[src/rtl/div_sequencer_if.sv]
// Handshake and operand/result bundle between the execute stage and the divide sequencer.
interface div_sequencer_if #(
    parameter int unsigned WIDTH = 32
);
    logic                   start_i;
    logic                   signed_i;
    logic                   annul_i;
    logic [WIDTH-1:0]       opa_i;
    logic [WIDTH-1:0]       opb_i;
    logic                   stall_o;
    logic                   busy_o;
    logic                   ready_o;
    logic [2*WIDTH-1:0]     result_o;
    logic                   div_zero_o;

    modport master (
        output start_i, signed_i, annul_i, opa_i, opb_i,
        input  stall_o, busy_o, ready_o, result_o, div_zero_o
    );

    modport slave (
        input  start_i, signed_i, annul_i, opa_i, opb_i,
        output stall_o, busy_o, ready_o, result_o, div_zero_o
    );
endinterface

[src/rtl/div_sequencer.sv]
// Multi-cycle DIV/DIVU sequencer: radix-2 restoring divider, one quotient bit per cycle.
// Optional feature macro: DIV_EARLY_OUT_EN (skip iterations when |divisor| > |dividend|).
module div_sequencer #(
    parameter int unsigned WIDTH = 32,
    parameter int unsigned CNT_W = 6
) (
    input logic            clk,
    input logic            rst,
    div_sequencer_if.slave bus
);

    typedef enum logic [1:0] {StIdle, StCalc, StZero, StDone} state_e;

    state_e               state_q, state_d;
    logic [CNT_W-1:0]     cnt_q, cnt_d;
    logic [WIDTH-1:0]     rem_q, rem_d;
    logic [WIDTH-1:0]     quo_q, quo_d;
    logic [WIDTH-1:0]     dvs_q, dvs_d;
    logic                 neg_q_q, neg_q_d;
    logic                 neg_r_q, neg_r_d;
    logic                 zero_q, zero_d;
    logic [2*WIDTH-1:0]   result_q, result_d;

    logic [WIDTH-1:0]     abs_a, abs_b;
    logic [WIDTH:0]       shifted, trial;
    logic [2*WIDTH-1:0]   final_res;
    logic                 a_neg, b_neg;

    // Operand magnitudes and one restoring iteration step
    always_comb begin
        a_neg   = bus.signed_i & bus.opa_i[WIDTH-1];
        b_neg   = bus.signed_i & bus.opb_i[WIDTH-1];
        abs_a   = a_neg ? (~bus.opa_i + 1'b1) : bus.opa_i;
        abs_b   = b_neg ? (~bus.opb_i + 1'b1) : bus.opb_i;
        // rem can exceed WIDTH bits after the shift, so the trial uses one extra bit
        shifted = {rem_q, quo_q[WIDTH-1]};
        trial   = shifted - {1'b0, dvs_q};
        final_res = {(neg_r_q ? (~rem_q + 1'b1) : rem_q),
                     (neg_q_q ? (~quo_q + 1'b1) : quo_q)};
    end

    // Next-state and datapath update
    always_comb begin
        state_d  = state_q;
        cnt_d    = cnt_q;
        rem_d    = rem_q;
        quo_d    = quo_q;
        dvs_d    = dvs_q;
        neg_q_d  = neg_q_q;
        neg_r_d  = neg_r_q;
        zero_d   = zero_q;
        result_d = result_q;

        unique case (state_q)
            StIdle: begin
                if (bus.start_i && !bus.annul_i) begin
                    cnt_d = '0;
                    if (bus.opb_i == '0) begin
                        // Divide by zero reports the raw dividend and an all-ones quotient
                        state_d = StZero;
                        rem_d   = bus.opa_i;
                        quo_d   = '1;
                        neg_q_d = 1'b0;
                        neg_r_d = 1'b0;
                        zero_d  = 1'b1;
                    end else begin
                        state_d = StCalc;
                        rem_d   = '0;
                        quo_d   = abs_a;
                        dvs_d   = abs_b;
                        neg_q_d = a_neg ^ b_neg;
                        neg_r_d = a_neg;
                        zero_d  = 1'b0;
`ifdef DIV_EARLY_OUT_EN
                        // Quotient is zero; sign correction restores the original dividend
                        if (abs_b > abs_a) begin
                            state_d = StDone;
                            rem_d   = abs_a;
                            quo_d   = '0;
                        end
`endif
                    end
                end
            end
            StCalc: begin
                if (trial[WIDTH]) begin
                    rem_d = shifted[WIDTH-1:0];
                    quo_d = {quo_q[WIDTH-2:0], 1'b0};
                end else begin
                    rem_d = trial[WIDTH-1:0];
                    quo_d = {quo_q[WIDTH-2:0], 1'b1};
                end
                cnt_d = cnt_q + CNT_W'(1);
                if (cnt_q == CNT_W'(WIDTH - 1)) begin
                    state_d = StDone;
                end
            end
            StZero: begin
                state_d = StDone;
            end
            StDone: begin
                result_d = final_res;
                state_d  = StIdle;
            end
            default: state_d = StIdle;
        endcase

        if (state_q != StIdle && bus.annul_i) begin
            state_d = StIdle;
        end
    end

    // State and datapath registers
    always_ff @(posedge clk or negedge rst) begin
        if (!rst) begin
            state_q  <= StIdle;
            cnt_q    <= '0;
            rem_q    <= '0;
            quo_q    <= '0;
            dvs_q    <= '0;
            neg_q_q  <= 1'b0;
            neg_r_q  <= 1'b0;
            zero_q   <= 1'b0;
            result_q <= '0;
        end else begin
            state_q  <= state_d;
            cnt_q    <= cnt_d;
            rem_q    <= rem_d;
            quo_q    <= quo_d;
            dvs_q    <= dvs_d;
            neg_q_q  <= neg_q_d;
            neg_r_q  <= neg_r_d;
            zero_q   <= zero_d;
            result_q <= result_d;
        end
    end

    // Outputs; stall is gated by reset so every output is 0 while reset is held
    always_comb begin
        bus.busy_o     = (state_q != StIdle);
        bus.ready_o    = (state_q == StDone);
        bus.div_zero_o = (state_q == StDone) & zero_q;
        bus.result_o   = (state_q == StDone) ? final_res : result_q;
        bus.stall_o    = rst & (((state_q == StIdle) & bus.start_i & ~bus.annul_i) |
                                (state_q == StCalc) | (state_q == StZero));
    end

endmodule
[src/flat_wrapper.sv]
// flat-port wrapper written by rule: the top's interface ports become plain ports
module div_sequencer_flat 
#(
    parameter int unsigned WIDTH = 32,
    parameter int unsigned CNT_W = 6
)
  (clk, rst, bus_start_i, bus_signed_i, bus_annul_i, bus_opa_i, bus_opb_i, bus_stall_o, bus_busy_o, bus_ready_o, bus_result_o, bus_div_zero_o);
  div_sequencer_if #(.WIDTH(WIDTH)) bus_i ();
  input logic clk;
  input logic rst;
  input wire logic [$bits(bus_i.start_i)-1:0] bus_start_i;
  input wire logic [$bits(bus_i.signed_i)-1:0] bus_signed_i;
  input wire logic [$bits(bus_i.annul_i)-1:0] bus_annul_i;
  input wire logic [$bits(bus_i.opa_i)-1:0] bus_opa_i;
  input wire logic [$bits(bus_i.opb_i)-1:0] bus_opb_i;
  output wire logic [$bits(bus_i.stall_o)-1:0] bus_stall_o;
  output wire logic [$bits(bus_i.busy_o)-1:0] bus_busy_o;
  output wire logic [$bits(bus_i.ready_o)-1:0] bus_ready_o;
  output wire logic [$bits(bus_i.result_o)-1:0] bus_result_o;
  output wire logic [$bits(bus_i.div_zero_o)-1:0] bus_div_zero_o;
  assign bus_i.start_i = bus_start_i;
  assign bus_i.signed_i = bus_signed_i;
  assign bus_i.annul_i = bus_annul_i;
  assign bus_i.opa_i = bus_opa_i;
  assign bus_i.opb_i = bus_opb_i;
  assign bus_stall_o = bus_i.stall_o;
  assign bus_busy_o = bus_i.busy_o;
  assign bus_ready_o = bus_i.ready_o;
  assign bus_result_o = bus_i.result_o;
  assign bus_div_zero_o = bus_i.div_zero_o;
  div_sequencer #(.WIDTH(WIDTH), .CNT_W(CNT_W)) u_core (.clk(clk), .rst(rst), .bus(bus_i));
endmodule
[config.mk]
export PLATFORM = sky130hd
export DESIGN_NAME = div_sequencer_flat
export DESIGN_NICKNAME = d
export VERILOG_FILES = /design/src/rtl/div_sequencer_if.sv /design/src/rtl/div_sequencer.sv /design/src/flat_wrapper.sv
export SDC_FILE = /design/constraint.sdc
export NUM_CORES = 1
export LEC_CHECK = 0
export CAP_MARGIN = 20
export CORE_MARGIN = 1
export CORE_UTILIZATION = 45
export CTS_CLUSTER_DIAMETER = 100
export DETAILED_ROUTE_END_ITERATION = 10
export GPL_TIMING_DRIVEN = 1
export PLACE_DENSITY = 0.66
export SLEW_MARGIN = 0
export SYNTH_ARGS = -nofsm -noshare
export SYNTH_HDL_FRONTEND = slang
export SYNTH_SLANG_ARGS = --single-unit
export TNS_END_PERCENT = 1
[constraint.sdc]
create_clock -name clk -period 4.3 [get_ports clk]
set_input_delay 0.86 -clock clk [delete_from_list [all_inputs] [get_ports clk]]
set_output_delay 0.86 -clock clk [all_outputs]
set_load 0.02 [all_outputs]
---- Word level (Yosys, flattened, before mapping) ----
Index checks and enable logic that the tools add are counted.
cells by class
  bitwise logic cells ..................... 15
  $add $sub $neg .......................... 6
  reductions and logical operators ........ 11
  equality and inequality tests ........... 7
  mux-type cells .......................... 23
operators with widths
  kind                   number
  $mux 32                9
  $add 32x1->32 const B  4
  $not 32->32            4
  $pmux 32 s2            2
  $mux 64                1
  $sub 33x32->33         1
  $logic_not 32->1       1
  $pmux 6 s2             1
  $mux 2                 4
  $pmux 2 s4             1
  $add 6x1->6 const B    1
  $and 1x1->1            6
  $eq 6x5->1 const B     1
  $mux 6                 1
  $ne 3x1->1 const B     2
  $reduce_and 2->1       3
  $eq 2x2->1 const B     2
  $mux 1                 4
  $reduce_bool 2->1      2
  $reduce_and 3->1       1
  $eq 2x1->1 const B     1
  $logic_and 1x1->1      2
  $logic_not 2->1        1
  $ne 2x1->1 const B     1
  other kinds (4)        6
storage, ports and cells
  register bits ........................... 171
  input port bits ......................... 69

---- Logic depth before layout (Yosys ltp) ----
Gate-level depths: netlist of run 1.
  depth in word-level cells ............... 6
  mapped depth ............................ 13

---- Worst setup path before layout of run 1 ----
OpenSTA, ideal clock, no wires.
  path type ............................... register to output
  start point ............................. register u_core.rem_q[0]
  end point ............................... output port bus_result_o[60]
  path slack .............................. -0.156 ns
  data required time ...................... 3.440 ns
  cell stages (with the launch flop) ...... 12
  data arrival time ....................... 3.596 ns
  cells stage by stage .................... dfrtp_1 inv_1 ha_1 or4b_1 or3_1 or2_1 or3_1 or3_1 or4_1 o31ai_1 xor2_1 a21oi_1
between the ends
  word-level cells in the longest chain between the ends .. 4
RTL lines
  item                    line                  source
  from (decl)             div_sequencer.sv:16   logic [WIDTH-1:0] rem_q, rem_d;
  from (signal assigned)  div_sequencer.sv:128  rem_q <= rem_d;
  $not 32->32             div_sequencer.sv:38   final_res = {(neg_r_q ? (~rem_q + 1'b1) : rem_q),
  $add 32x1->32           div_sequencer.sv:38
  $mux 32                 div_sequencer.sv:38
  $mux 64                 div_sequencer.sv:143  bus.result_o = (state_q == StDone) ? final_res : result_q;
  to (decl)               flat_wrapper.sv:19    output wire logic [$bits(bus_i.result_o)-1:0] bus_result_o;
Every way passes these cells.

---- Final worst setup path of run 1 ----
Same ends and word-level chain as after synthesis.

==> key figures, run 1 <==
Run status
  – Status: finished, violations left
  – Failing checks: setup timing

Setup path
  – Critical path endpoint category: output port
  – Most frequent CP cell: or3_4
  – Peak fanout along the critical path: 3
  – Worst-path cell chain: inv_2 > ha_1 > or4b_4 > or3_4 > or2_1 > or3_4 > or3_4 > or4_4 > o31ai_4 > xor2_1 > a21oi_2 > buf_4
  – Req. time, crit path: 3440 ps
  – Crit path arrival time: 3950 ps
  – Slowest-stage cell, CP: or4b_4
  – Critical path type: reg -> out
  – Max incr delay on CP: 480 ps
  – Startpoint types: register
  – Worst reg2reg setup slack: 710 ps

Drt
  – Vias: 10300
  – DRC viols: 0
  – Top layer in use: met4
  – Routed Antenna Nets: 0
  – Initial DRC Count: 846
  – Drt total wl: 33090 microns
  – Routed met3 length: 2175 microns
  – Wire length per cell: 18.45 microns
  – TritonRoute pass-1 iters: 5
  – Vias/cell: 5.741
  – Met1 wire length: around 16000 microns
  – Met2 Wirelength: 14490 microns

Global route
  – Largest net degree at the start of global routing: 132
  – Initial antenna violation count: 0
  – First-pass GRT wire length: 52720 microns
  – Number of global-route vias before repair: 9586
  – Total GRT Usage: 0.2644
  – Grt ovf: 0

Timing
  – Slew Limit Headroom: 0.3434
  – Hold_ws: approximately 340 ps
  – Final period utilization: 1.118
  – Final Max Tran Viols: 0
  – Crit path time final: 4807 ps
  – Setup ws final: -507.3 ps
  – Final setup fails: 18
  – TNS Setup: -4765 ps
  – Clock skew: 13.55 ps
  – FMAX: 208.0 MHz
  – RSZ-0062 raised after global routing: true
  – Slew @ Worst Pin: 984.8 ps
  – Final hold violation count: 0

Synthesis
  – Syn Area/Cell: 8.529 sq um
  – Synth warnings: 0
  – Post-Syn Area: roughly 0.011 sq mm
  – Post-synth EDFFs: 0
  – Sequential area share after synthesis: 0.3857
  – Post-synthesis sequential element count: 171
  – Main synth FF type: dfrtp_1
  – Post-synth cell types: 60
  – Asr flop ratio synth: 1.000
  – Post-synthesis net count: 1413
  – Syn Inst Count: 1301

Placement
  – Post-DP HPWL: 24680 microns
  – Final GP Congestion: 0.9028
  – Post-Place Cells: 1761
  – Placed cell areas: 0.01320 sq mm
  – Port buffer count: 136

Finish
  – Layout area overhead: 25.17%
  – Inserted Diodes: 0
  – NumNets Final: 1569
  – Final std cells w/o fill: 1794
  – Fin util: 0.5728
  – Post-route design area: 0.01389 sq mm
  – Layout cells sized above 1: 0.09932

CTS
  – Clock-pin slew on the worst setup and hold paths: 70 ps
  – Clock Latency Late Sink: 440 ps
  – Htree depth: 4
  – TritonCTS clock tree: built
  – CTS buffer count: 17
  – Root Driver: clkbuf_16
  – Max Root-Sink Buffers: 2
  – # hold bufs at CTS: 0
  – CTS sink count: 171

Floorplan
  – Initial Util: 0.4576
  – Top Ports: 137
  – Die area: roughly 0.025 sq mm
  – Die Ht: 159.0 microns
  – Area of the core: about 0.024 sq mm
  – # rows: 57
  – Die X-Extent: roughly 160 microns

Pwr
  – Peak supply drop: 0.4993 mV
  – Power Dens Cells: around 820 mW/mm^2
  – P_leak: 5.898 nW

Hold path
  – Worst min-delay path class: in -> async

Flow run
  – MaxCap Viol Count: 0
==> cells by family after synthesis <==
group | Yosys count | share of synthesized area
AO/OA/AOI/OAI | 423 | 0.2385
AND/OR/NAND/NOR | 387 | 0.1604
buffers and inverters | 118 | 0.03992
adder cells (fa/ha/maj) | 43 | 0.04917
XOR/XNOR | 153 | 0.1208
multiplexers | 6 | 0.005638
flip-flops | 171 | 0.3857
==> critical path, delay by kind of cell (launching register included) <==
kind / cells / cell delay (ps)
compound gates: 2 / 280
xor+xnor: 1 / 190
fa+ha+maj: 1 / 160
buf+inv: 2 / 240
flops: 1 / 390
simple gates: 6 / 2250
==> cells in the final DEF (no fill, tap or decap), types with 41 or more instances in the layout <==
master             n
nor2_1           167
inv_1             49
xor2_1            87
nand2_1           85
xnor2_1           66
o21ai_0           81
a21oi_1          163
clkdlybuf4s50_1  118
buf_4             75
dfrtp_1          171
ha_1              41
==> report_power, final <==
| part | switching, mW | internal [mW] | total, mW |
|---|---|---|---|
| combinational | 4.02 | 2.87 | 6.89 |
| clock | 0.705 | 0.927 | 1.63 |
| sequential | 0.533 | 2.34 | 2.88 |
==> final cells by class <==
cell class,count,area [sq um]
clock inverters,15,186.4
fillers,2240,10360
clock buffers,17,425.4
repair buffers,204,1872
well taps,324,405.4
flip-flops and latches,171,4279
multi-input cells,1012,6529
inverters,51,191.4
==> what timing repair did <==
| action | in CTS | in global routing |
|---|---|---|
| pin swaps | 13 | 1 |
| resized for setup | 79 | 8 |
| setup endpoints to repair | 24 | 28 |
| setup buffers | 1 | 0 |
==> path summary, 6_finish.rpt <==
kind                       cells after the start                  end        startpoint
setup reg to reg                              12      u_core.rem_q[4]   u_core.dvs_q[0]
hold reg to reg                                2     u_core.dvs_q[31]  u_core.dvs_q[31]
max in group asynchronous                      2  u_core.result_q[49]               rst
hold / removal                                 1     u_core.quo_q[24]               rst
setup / recovery                              12     bus_result_o[60]   u_core.rem_q[0]
min in group clk                               2     u_core.dvs_q[31]  u_core.dvs_q[31]
==> flip-flops by register name, summed over array words and instances (netlist names) <==
| signal | flops |
|---|---|
| u_core.result_q | 64 |
| u_core.dvs_q | 32 |
| u_core.quo_q | 32 |
| u_core.rem_q | 32 |
| u_core.cnt_q | 6 |
| u_core.state_q | 2 |
| u_core.neg_q_q | 1 |
| u_core.neg_r_q | 1 |
| u_core.zero_q | 1 |
==> metal layers <==
layer | vias up | global-route usage
li1 | 4978 | -
met1 | 4925 | 0.3923
met2 | 361 | 0.3991
met3 | 36 | 0.04454
met4 | 0 | 0.06643
met5 | - | 0
==> synthesized netlist by cell type, types with 10 or more instances <==
library cell	count	area (sq um)
clkbuf_1	55	206.5
or4_1	15	112.6
nand4_1	10	62.56
a22oi_1	12	90.09
o41ai_1	14	122.6
a221o_1	21	210.2
nand2b_1	12	75.07
nor3_1	21	105.1
nand2_1	86	322.8
buf_1	12	45.04
a22o_1	22	192.7
o31ai_1	32	240.2
nor2b_1	11	68.82
o21ai_0	85	425.4
dfrtp_1	171	4279
or3_1	20	125.1
ha_1	42	525.5
nand3_1	17	85.08
inv_1	50	187.7
o22ai_1	19	118.9
a21oi_1	167	835.8
xor2_1	87	762.0
xnor2_1	66	578.1
nor2_1	167	626.9
==> through the flow <==
stage | setup WS [ps] | power, mW
6_report | -507.3 | 11.40
5_1_grt | -624.3 | 12.20
4_1_cts | -471.6 | 11.37
3_5_place_dp | -556.4 | 9.606
3_3_place_gp | -523.6 | 9.517
2_1_floorplan | -45.40 | 7.030
Note: power is estimated with default switching activity, not from simulation.
==> run 2, diff against run 1 <==
--- a/config.mk
+++ b/config.mk
@@ -5,7 +5,7 @@
 export SDC_FILE = /design/constraint.sdc
 export NUM_CORES = 1
 export LEC_CHECK = 0
-export CAP_MARGIN = 20
+export CAP_MARGIN = 0
 export CORE_MARGIN = 1
 export CORE_UTILIZATION = 45
 export CTS_CLUSTER_DIAMETER = 100
==> results of run 2 <==
The final DEF is identical to that of run 1; final timing and power are the same.
